<file path="src/rtl/cpu_pkg.sv">
// Shared types and field positions for the multi-cycle sequencer and its ALU.
package cpu_pkg;

    localparam int PC_W    = 4;
    localparam int DATA_W  = 4;
    localparam int INSTR_W = 8;
    localparam int REG_AW  = 2;

    localparam int OP_MSB  = 7;
    localparam int OP_LSB  = 6;
    localparam int RD_MSB  = 5;
    localparam int RD_LSB  = 4;
    localparam int RS1_MSB = 3;
    localparam int RS1_LSB = 2;
    localparam int RS2_MSB = 1;
    localparam int RS2_LSB = 0;
    localparam int IMM_MSB = 3;
    localparam int IMM_LSB = 0;

    typedef enum logic [1:0] {
        OP_ADD  = 2'b00,
        OP_SUB  = 2'b01,
        OP_LDI  = 2'b10,
        OP_HALT = 2'b11
    } opcode_t;

    typedef enum logic [2:0] {
        ST_IDLE   = 3'd0,
        ST_FETCH  = 3'd1,
        ST_DECODE = 3'd2,
        ST_EXEC   = 3'd3,
        ST_WB     = 3'd4,
        ST_HALT   = 3'd5
    } state_t;

endpackage

</file>
<file path="src/rtl/alu_4bit.sv">
// Combinational 4-bit add/subtract; carry is bit 4 of the 5-bit sum or the borrow.
// Latency: 0 cycles; no backpressure.
module alu_4bit
    import cpu_pkg::*;
(
    input  logic [DATA_W-1:0] a,
    input  logic [DATA_W-1:0] b,
    input  opcode_t           op,
    output logic [DATA_W-1:0] result,
    output logic              carry
);

    logic [DATA_W:0] sum;

    always_comb begin
        sum    = '0;
        result = b;
        carry  = 1'b0;
        case (op)
            OP_ADD: begin
                sum    = {1'b0, a} + {1'b0, b};
                result = sum[DATA_W-1:0];
                carry  = sum[DATA_W];
            end
            OP_SUB: begin
                // Bit 4 of the zero-extended difference is set exactly when a < b.
                sum    = {1'b0, a} - {1'b0, b};
                result = sum[DATA_W-1:0];
                carry  = sum[DATA_W];
            end
            default: ;
        endcase
    end

endmodule

</file>
<file path="src/rtl/cpu_sequencer.sv">
// Multi-cycle fetch/decode/execute/write-back controller driving a 4x4 register file.
// Latency: 4 cycles per ADD/SUB/LDI, HALT reached 2 cycles after its fetch; no backpressure.
module cpu_sequencer
    import cpu_pkg::*;
(
    input  logic               clk,
    input  logic               reset,
    input  logic               start,
    output logic [PC_W-1:0]    imem_addr,
    input  logic [INSTR_W-1:0] imem_rdata,
    output logic [REG_AW-1:0]  rs1,
    output logic [REG_AW-1:0]  rs2,
    output logic [REG_AW-1:0]  rd,
    output logic               RegWrite,
    output logic [DATA_W-1:0]  WriteData,
    input  logic [DATA_W-1:0]  rd1,
    input  logic [DATA_W-1:0]  rd2,
    output logic               busy,
    output logic               halted,
    output logic               carry
);

    state_t             state_q, state_d;
    logic [PC_W-1:0]    pc_q, pc_d;
    logic [INSTR_W-1:0] ir_q, ir_d;
    logic [DATA_W-1:0]  a_q, a_d;
    logic [DATA_W-1:0]  b_q, b_d;
    logic [DATA_W-1:0]  result_q, result_d;
    logic               carry_q, carry_d;

    opcode_t            op;
    logic [DATA_W-1:0]  alu_res;
    logic               alu_carry;

    assign op = opcode_t'(ir_q[OP_MSB:OP_LSB]);

    alu_4bit u_alu (
        .a      (a_q),
        .b      (b_q),
        .op     (op),
        .result (alu_res),
        .carry  (alu_carry)
    );

    always_ff @(posedge clk or posedge reset) begin
        if (reset) begin
            state_q  <= ST_IDLE;
            pc_q     <= '0;
            ir_q     <= '0;
            a_q      <= '0;
            b_q      <= '0;
            result_q <= '0;
            carry_q  <= 1'b0;
        end else begin
            state_q  <= state_d;
            pc_q     <= pc_d;
            ir_q     <= ir_d;
            a_q      <= a_d;
            b_q      <= b_d;
            result_q <= result_d;
            carry_q  <= carry_d;
        end
    end

    always_comb begin
        state_d  = state_q;
        pc_d     = pc_q;
        ir_d     = ir_q;
        a_d      = a_q;
        b_d      = b_q;
        result_d = result_q;
        carry_d  = carry_q;
        case (state_q)
            ST_IDLE: begin
                if (start) state_d = ST_FETCH;
            end
            ST_FETCH: begin
                ir_d    = imem_rdata;
                state_d = ST_DECODE;
            end
            ST_DECODE: begin
                a_d     = rd1;
                b_d     = rd2;
                state_d = (op == OP_HALT) ? ST_HALT : ST_EXEC;
            end
            ST_EXEC: begin
                // LDI bypasses the ALU and leaves the carry flag untouched.
                if (op == OP_LDI) begin
                    result_d = ir_q[IMM_MSB:IMM_LSB];
                end else begin
                    result_d = alu_res;
                    carry_d  = alu_carry;
                end
                state_d = ST_WB;
            end
            ST_WB: begin
                pc_d    = pc_q + PC_W'(1);
                state_d = ST_FETCH;
            end
            ST_HALT: ;
            default: state_d = ST_IDLE;
        endcase
    end

    assign imem_addr = pc_q;
    assign rd        = ir_q[RD_MSB:RD_LSB];
    assign rs1       = ir_q[RS1_MSB:RS1_LSB];
    assign rs2       = ir_q[RS2_MSB:RS2_LSB];
    assign RegWrite  = (state_q == ST_WB);
    assign WriteData = result_q;
    assign busy      = (state_q == ST_FETCH) || (state_q == ST_DECODE) ||
                       (state_q == ST_EXEC)  || (state_q == ST_WB);
    assign halted    = (state_q == ST_HALT);
    assign carry     = carry_q;

endmodule

</file>
<file path="config.mk">
export PLATFORM = sky130hd
export DESIGN_NAME = cpu_sequencer
export DESIGN_NICKNAME = d
export VERILOG_FILES = /design/src/rtl/cpu_pkg.sv /design/src/rtl/alu_4bit.sv /design/src/rtl/cpu_sequencer.sv
export SDC_FILE = /design/constraint.sdc
export NUM_CORES = 1
export LEC_CHECK = 0
export ABC_AREA = 1
export BUFFER_PORTS_ARGS = -buffer_cell sky130_fd_sc_hd__buf_2
export CAP_MARGIN = 20
export CORE_MARGIN = 2
export CORE_UTILIZATION = 50
export DETAILED_ROUTE_END_ITERATION = 12
export PLACE_DENSITY = 0.73
export REMOVE_ABC_BUFFERS = 1
export SYNTH_ARGS = -nofsm -noshare
export SYNTH_HDL_FRONTEND = slang
export SYNTH_SLANG_ARGS = --single-unit
export TNS_END_PERCENT = 100
</file>
<file path="constraint.sdc">
create_clock -name clk -period 2.1 [get_ports clk]
set_clock_uncertainty 0.1 [all_clocks]
set_input_delay 0.63 -clock clk [delete_from_list [all_inputs] [get_ports clk]]
set_output_delay 0.63 -clock clk [all_outputs]
set_load 0.02 [all_outputs]
</file>
==> metrics.txt, run 1 <==
hold_ws 0.222 ns; syn avg cell area 8.74 um^2; flop-to-flop setup slack 0.21 ns; worst slack, placed 0.219 ns; DRC errors left 0; final hold vios 0; leakage power total 0.000979 uW; Core Area 0.00298 mm^2; Synth Register Bits 28; Final setup violation count 2; Placement Cell Area 0.00173 mm^2; Clock Tree Buf Depth 2; register area 704 um^2; CP required 1.37 ns; CP Capture Type output port; initial antenna violation count 0; Least-Margin Pin Slew 0.342 ns; layout cells sized above 1 30.4%; DIE WIDTH 59.5 um; Worst IR Drop VDD 0.777 mV; most common cell in the synthesized netlist nand2_1; Ant. Diodes 0; final instance area 0.00183 mm^2; Clk pin slew, worst setup/hold paths 0.16 ns; Clock power frac 11.2%; TNS Setup -0.0395 ns; CTS tree yes; Combinational Power Share 55.0%; fin crit period 2.12 ns; Seq pwr share 33.8%; Post-synth top cells nand2_1, dfrtp_1, inv_1; max-cap violations 0; Final HPWL DP 2460 um; Die Y 59.5 um; Area Growth Syn to Fin 19.1%; Yosys top cell by area dfrtp_1; RD Place Congestion 0.931; GRT Util Overall 20.2%; Die ar. 0.00353 mm^2; via/cell ratio 5.17; GRT Residual Overflow 0; clk_lat worst skew 0.34 ns; unrepaired setup endpoints after global routing true; f_max 0.471 GHz; Seq/Total Area, Yosys 45.6%; Initial Util 51.6%; Syn. warnings 0; DRT iter0 DRCs 66; vias 1,278; Async SR Flop Fraction 100%; hold buffers post-CTS 0; Top FF cell, synth dfrtp_1; I/O Pins 37; status complete, but fails checks; Mapped Cells 176; pwr dens 1750 mW/mm^2; cell row count 20; failing checks negative setup slack; clock root cell clkbuf_4; sw frac 46.4%; Cell Area, Synth 0.00154 mm^2; Setup Crit Path Kind flop to output port; crit-path max FO 4; hold crit path type input pin to async pin; Routed WL 3200 um; Max-slew headroom 77.2%; arrival time worst endpoint 1.39 ns; largest net degree at the start of global routing 29; area of the multi-input gates 712 um^2; Clock Sinks 28; EDFF count, synth 0; area share of the largest cell type after synthesis 45.6%; Pint 1720 uW; CTS H-Tree Depth 1; final period utilization 101%; total CTS buffers 3; Switching Power 1490 uW; Reg2Reg Depth 9; CP Launch Type flop; Final #Nets 245; FF-to-FF Start a_q[0]$_DFFE_PP0P_; post-route worst setup slack -0.0215 ns; Slew Viols, Final 0; vias in the first global route 1,207; router iterations before antenna repair 4; Antenna Violating Nets Remaining 0; reg-to-reg critical path endpoint WriteData[2]$_DFFE_PP0P_; Yosys cell types 22; first-pass GRT wire length 5350 um; dominant cells by area after synthesis dfrtp_1, nand2_1, ha_1; fill count 259; Port Buf Inserts 36; per-cell routed wire length 13.0 um
power by group through the flow:
stage | clock, uW | combinational (uW) | sequential (uW)
after floorplan | 0 | 1020 | 1190
after global placement | 0 | 1600 | 1050
after detailed placement | 0 | 1660 | 1080
after CTS | 361 | 1710 | 1060
after global routing | 386 | 1980 | 1130
final | 360 | 1760 | 1090
what timing repair did:
action,4_1_cts,5_1_grt
setup endpoints to repair,2,2
resized for setup,3,10
setup buffers,2,1
pin swaps,1,4
how the worst max path moves through the flow:
stage,start,to,cells past startpoint
2_1_floorplan,state_q[0]$_DFFE_PP0P_,busy,3
3_5_place_dp,a_q[0]$_DFFE_PP0P_,WriteData[2]$_DFFE_PP0P_,9
4_1_cts,state_q[0]$_DFFE_PP0P_,busy,6
3_3_place_gp,a_q[0]$_DFFE_PP0P_,WriteData[2]$_DFFE_PP0P_,9
6_report,state_q[0]$_DFFE_PP0P_,busy,5
5_1_grt,state_q[0]$_DFFE_PP0P_,busy,6
stage by stage:
step / utilization, % / cells / power [uW]
after detailed placement: 58.1 / 240 / 2740
after floorplan: - / 167 / 2220
final: 61.5 / 247 / 3210
after global placement: 58.1 / 240 / 2650
after global routing: 61.5 / 247 / 3490
after CTS: 60.4 / 246 / 3130
sequential cells by signal, summed over array words and instances, names as in the netlist:
name       flops
WriteData      4
a_q            4
state_q        3
imem_addr      4
carry          1
ir_q           8
b_q            4
area by class of cell:
class                           count  area share, %
Inverter                           21           4.30
Tap cell                           33           2.25
Multi-Input combinational cell    118           38.9
Sequential cell                    28           38.5
Clock inverter                      1           1.64
Timing Repair Buffer               43           13.3
Clock buffer                        3           1.23
routing by layer:
metal,track usage (%),wire length [um],vias to the layer above
li1,-,-,642
met1,26.8,1470,588
met2,33.4,1510,44
met3,3.06,181,4
met4,7.47,33,0
met5,0,0,-
cells by family (layout without fill, tap and decap cells):
family	Yosys count	in the layout	share of synthesized area, %
and+or+nand+nor	77	77	21.7
muxes	6	6	4.39
AOI/OAI and AO/OA	21	21	7.65
DFF	28	28	45.6
adders and majority gates	11	11	9.93
xor gates and xnor gates	3	3	1.71
buffers and inverters	30	68	9.03
critical path, stage by stage (launching register included):
cell and delay (ns):
dfrtp_2 0.49, buf_6 0.13, buf_4 0.12, nand3_2 0.07, nand4_1 0.09, buf_6 0.15
cells in the final DEF (no fill, tap or decap), types with 5 or more instances in the layout:
cell type / instances
mux2_2: 6
nor2_1: 12
o21ai_0: 10
a21oi_1: 5
dfrtp_1: 25
inv_1: 17
buf_4: 6
buf_2: 35
nand2_1: 44
ha_1: 9
nand3_1: 13
(Power assumes the default switching activity.)
==> run 2, diff against run 1 <==
--- a/config.mk
+++ b/config.mk
@@ -7,11 +7,10 @@
 export LEC_CHECK = 0
 export ABC_AREA = 1
 export BUFFER_PORTS_ARGS = -buffer_cell sky130_fd_sc_hd__buf_2
-export CAP_MARGIN = 20
 export CORE_MARGIN = 2
 export CORE_UTILIZATION = 50
 export DETAILED_ROUTE_END_ITERATION = 12
-export PLACE_DENSITY = 0.73
+export PLACE_DENSITY = 0.83
 export REMOVE_ABC_BUFFERS = 1
 export SYNTH_ARGS = -nofsm -noshare
 export SYNTH_HDL_FRONTEND = slang
==> metrics.txt, run 2 (synthesized netlist as in run 1, its figures left out) <==
arrival time worst endpoint 1.45 ns; Core Area 0.00298 mm^2; DRC errors left 0; crit-path max FO 3; CTS tree yes; I/O Pins 37; Area Growth Syn to Fin 21.6%; final core utilization 62.8%; clock root cell clkbuf_4; hold_ws 0.205 ns; unrepaired setup endpoints after global routing true; via/cell ratio 5.23; TNS Setup -0.218 ns; Least-Margin Pin Slew 0.348 ns; CTS H-Tree Depth 1; RD Place Congestion 0.804; first-pass GRT wire length 5660 um; per-cell routed wire length 13.3 um; failing checks negative setup slack; CP required 1.37 ns; Slew Viols, Final 0; layout cells sized above 1 30.5%; Ant. Diodes 0; final period utilization 104%; hold buffers post-CTS 0; final hold vios 0; GRT Residual Overflow 0; worst slack, placed 0.214 ns; leakage power total 0.00101 uW; Port Buf Inserts 36; pwr dens 1750 mW/mm^2; f_max 0.458 GHz; CP Launch Type flop; Clock Sinks 28; final instance area 0.00187 mm^2; Final HPWL DP 2280 um; router iterations before antenna repair 4; total CTS buffers 3; cell row count 20; most frequent cells in the layout nand2_1, buf_2, dfrtp_1, inv_1; DIE WIDTH 59.5 um; post-route worst setup slack -0.0829 ns; max FFs per register 8; largest net degree at the start of global routing 29; Die Y 59.5 um; Routed WL 3370 um; clk_lat worst skew 0.35 ns; Max-slew headroom 76.8%; Final #Nets 251; Die ar. 0.00353 mm^2; Clock Tree Buf Depth 2; Placement Cell Area 0.00173 mm^2; Top reg by flops ir_q; status complete, but fails checks; fin crit period 2.18 ns; vias 1,323; max-cap violations 0; Setup Crit Path Kind flop to output port; vias in the first global route 1,277; GRT Util Overall 21.4%; CP Capture Type output port; DRT iter0 DRCs 35; Final setup violation count 3; initial antenna violation count 0; most common cell after layout, fill and taps aside nand2_1; Antenna Violating Nets Remaining 0; Initial Util 51.6%; Worst IR Drop VDD 0.923 mV; hold crit path type input pin to async pin; Clk pin slew, worst setup/hold paths 0.16 ns; fill count 249
==> run 2: cell types whose count changed in the layout (fill, tap and decap cells not counted), sizes merged <==
cell | before | now
buf | 43 | 49
==> run 2: critical path, stage by stage, from the launching register on <==
cell	delay, ns
dfrtp_1	0.46
nor2_2	0.18
inv_2	0.08
nor2_4	0.13
inv_2	0.05
nand4_1	0.08
buf_6	0.13
==> run 2: per-stage QoR <==
| step | power (uW) | instances |
|---|---|---|
| after global placement | 2660 | 240 |
| after detailed placement | 2710 | 240 |
| after CTS | 3180 | 249 |
| after floorplan | 2220 | 167 |
| after global routing | 3580 | 253 |
| final | 3280 | 253 |
==> run 2: what timing repair did <==
action,CTS,global route
setup buffers,5,4
resized for setup,8,1
endpoints found under the setup margin,2,3
pin swaps,2,2
==> run 2: final cells by class <==
cell class | instances | area, um^2 | share of cell area (%)
Clock buffer | 3 | 22.5 | 1.20
Clock inverter | 1 | 30.0 | 1.61
Inverter | 21 | 78.8 | 4.21
Multi-Input combinational cell | 118 | 707 | 37.8
Sequential cell | 28 | 701 | 37.5
Tap cell | 33 | 41.3 | 2.21
Timing Repair Buffer | 49 | 290 | 15.5
==> run 2: per-layer routing <==
metal	global-route usage (%)	vias up	wire length, um
met1	28.8	620	1500
met2	34.2	45	1640
met3	3.06	8	168
met4	9.42	0	68
met5	0	-	0
li1	-	650	-
==> run 2: final timing paths <==
path	endpoint	startpoint	cells past startpoint	slack, ns
worst max-delay path	busy	state_q[1]$_DFFE_PP0P_	6	-0.08
worst min-delay path	state_q[1]$_DFFE_PP0P_	reset	3	0.21
worst max register to register	WriteData[2]$_DFFE_PP0P_	a_q[0]$_DFFE_PP0P_	9	0.17
worst min register to register	imem_addr[3]$_DFFE_PP0P_	imem_addr[3]$_DFFE_PP0P_	1	0.38
max in group asynchronous	WriteData[3]$_DFFE_PP0P_	reset	3	1.44
min in group clk	a_q[3]$_DFFE_PP0P_	rd1[3]	3	0.37
==> run 2: power breakdown <==
| part | switching [uW] | leakage, uW | internal (uW) |
|---|---|---|---|
| logic | 1080 | 0.000642 | 769 |
| clock network | 171 | 0.0000279 | 193 |
| registers | 261 | 0.000340 | 806 |
| total | 1510 | 0.00101 | 1770 |
==> run 3, diff against run 2 <==
--- a/config.mk
+++ b/config.mk
@@ -6,11 +6,11 @@
 export NUM_CORES = 1
 export LEC_CHECK = 0
 export ABC_AREA = 1
-export BUFFER_PORTS_ARGS = -buffer_cell sky130_fd_sc_hd__buf_2
 export CORE_MARGIN = 2
 export CORE_UTILIZATION = 50
 export DETAILED_ROUTE_END_ITERATION = 12
-export PLACE_DENSITY = 0.83
+export DONT_BUFFER_PORTS = 1
+export PLACE_DENSITY = 0.76
 export REMOVE_ABC_BUFFERS = 1
 export SYNTH_ARGS = -nofsm -noshare
 export SYNTH_HDL_FRONTEND = slang
==> constraint.sdc (replaced) <==
create_clock -name clk -period 2 [get_ports clk]
set_clock_uncertainty 0.1 [all_clocks]
set_input_delay 0.6 -clock clk [delete_from_list [all_inputs] [get_ports clk]]
set_output_delay 0.6 -clock clk [all_outputs]
set_load 0.02 [all_outputs]
==> metrics.txt, run 3 (synthesized netlist as in run 1, its figures left out) <==
clk_lat worst skew 0.33 ns; hold buffers post-CTS 0; RD Place Congestion 0.840; status complete, but fails checks; via/cell ratio 5.41; Ant. Diodes 0; layout cells sized above 1 19.4%; Final #Nets 217; crit-path max FO 3; GRT Residual Overflow 0; Area Growth Syn to Fin 10.7%; GRT Util Overall 19.1%; pwr dens 1920 mW/mm^2; max-cap violations 0; CP required 1.30 ns; Core Area 0.00298 mm^2; Worst IR Drop VDD 0.849 mV; hold_ws 0.0878 ns; cells along the critical path nor2_4, inv_2, nor2_4, inv_2, nand4_1; cell row count 20; Die ar. 0.00353 mm^2; largest net degree at the start of global routing 29; Final setup violation count 1; DRT iter0 DRCs 66; vias in the first global route 1,171; CP max-delay cell dfrtp_1; failing checks negative setup slack; initial antenna violation count 0; max incr delay on CP 0.47 ns; Max-slew headroom 76.3%; arrival time worst endpoint 1.35 ns; Top reg by flops ir_q; Clock Sinks 28; fin crit period 2.05 ns; CP Launch Type flop; hold crit path type input pin to async pin; DIE WIDTH 59.5 um; CP Capture Type output port; Die Y 59.5 um; final period utilization 102%; worst slack, placed 0.118 ns; total CTS buffers 3; Final Non-Filler Cells 219; most common cell after layout, fill and taps aside nand2_1; Initial Util 51.6%; final hold vios 0; I/O Pins 37; Setup Crit Path Kind flop to output port; Routed WL 3230 um; vias 1,185; DRC errors left 0; CTS tree yes; most frequent cells in the layout nand2_1, dfrtp_1, inv_1, buf_4, nand3_1; Clk pin slew, worst setup/hold paths 0.16 ns; Final HPWL DP 2370 um; post-route worst setup slack -0.0490 ns; max FFs per register 8; final core utilization 57.1%; unrepaired setup endpoints after global routing true; Slew Viols, Final 0; first-pass GRT wire length 5130 um; flop-to-flop setup slack 0.05 ns; clock root cell clkbuf_4; CTS H-Tree Depth 1; Top delay family on crit path flip-flops; Antenna Violating Nets Remaining 0; Port Buf Inserts 0; Least-Margin Pin Slew 0.355 ns; router iterations before antenna repair 7; per-cell routed wire length 14.8 um; Cells after DPL 205; Clock Tree Buf Depth 2; leakage power total 0.000870 uW; f_max 0.488 GHz; WP buf/inv 2
-- run 3: changes by cell type in the layout (fill, tap and decap cells not counted), sizes merged --
cell and change:
buf -34
-- run 3: worst register-to-register path, delay by kind of cell, from the launching register on --
kind,cells,cell delay [ns]
flops,1,0.47
buf+inv,8,1.04
compound gates,1,0.09
simple gates,2,0.15
-- run 3: final cells by class --
cell class / count / area [um^2]
tap: 33 / 41.3
clock buffer: 3 / 22.5
multi-input combinational: 118 / 714
clock inverter: 1 / 30.0
fill: 257 / 1280
sequential: 28 / 702
timing repair buffer: 15 / 113
inverter: 21 / 78.8
-- run 3: layer usage --
layer | vias up | share of wire, % | global-route usage (%) | wire [um]
li1 | 579 | - | - | -
met2 | 44 | 49 | 32.5 | 1580
met4 | 0 | 1.1 | 6.49 | 37
met5 | - | 0 | 0 | 0
met3 | 4 | 5.5 | 2.84 | 178
met1 | 558 | 45 | 24.7 | 1440
-- run 3: worst paths after layout --
kind,endpoint,cells after the start,start
worst max-delay path,busy,5,state_q[1]$_DFFE_PP0P_
worst min-delay path,ir_q[5]$_DFFE_PP0N_,2,reset
worst max register to register,state_q[0]$_DFFE_PP0P_,11,state_q[1]$_DFFE_PP0P_
worst min register to register,a_q[2]$_DFFE_PP0P_,2,a_q[2]$_DFFE_PP0P_
max in group asynchronous,state_q[0]$_DFFE_PP0P_,2,reset
min in group clk,a_q[3]$_DFFE_PP0P_,2,rd1[3]
-- run 3: timing repair --
action	in CTS	in global routing
setup endpoints to repair	2	3
buffers inserted	10	0
pin swaps	3	0
resized for setup	8	1
-- run 3: stage by stage --
step / instance area [um^2] / total power [uW] / setup TNS [ns]
floorplan: 1480 / 2330 / -0.0451
global placement: 1560 / 2640 / 0
detailed placement: 1560 / 2710 / 0
CTS: 1700 / 3250 / -0.0354
global route: 1700 / 3540 / -0.0984
finish: 1700 / 3270 / -0.0490
-- run 3: power breakdown --
group / internal [uW] / switching, uW / total [uW]
clock: 203 / 169 / 372
sequential: 846 / 489 / 1340
combinational: 674 / 886 / 1560
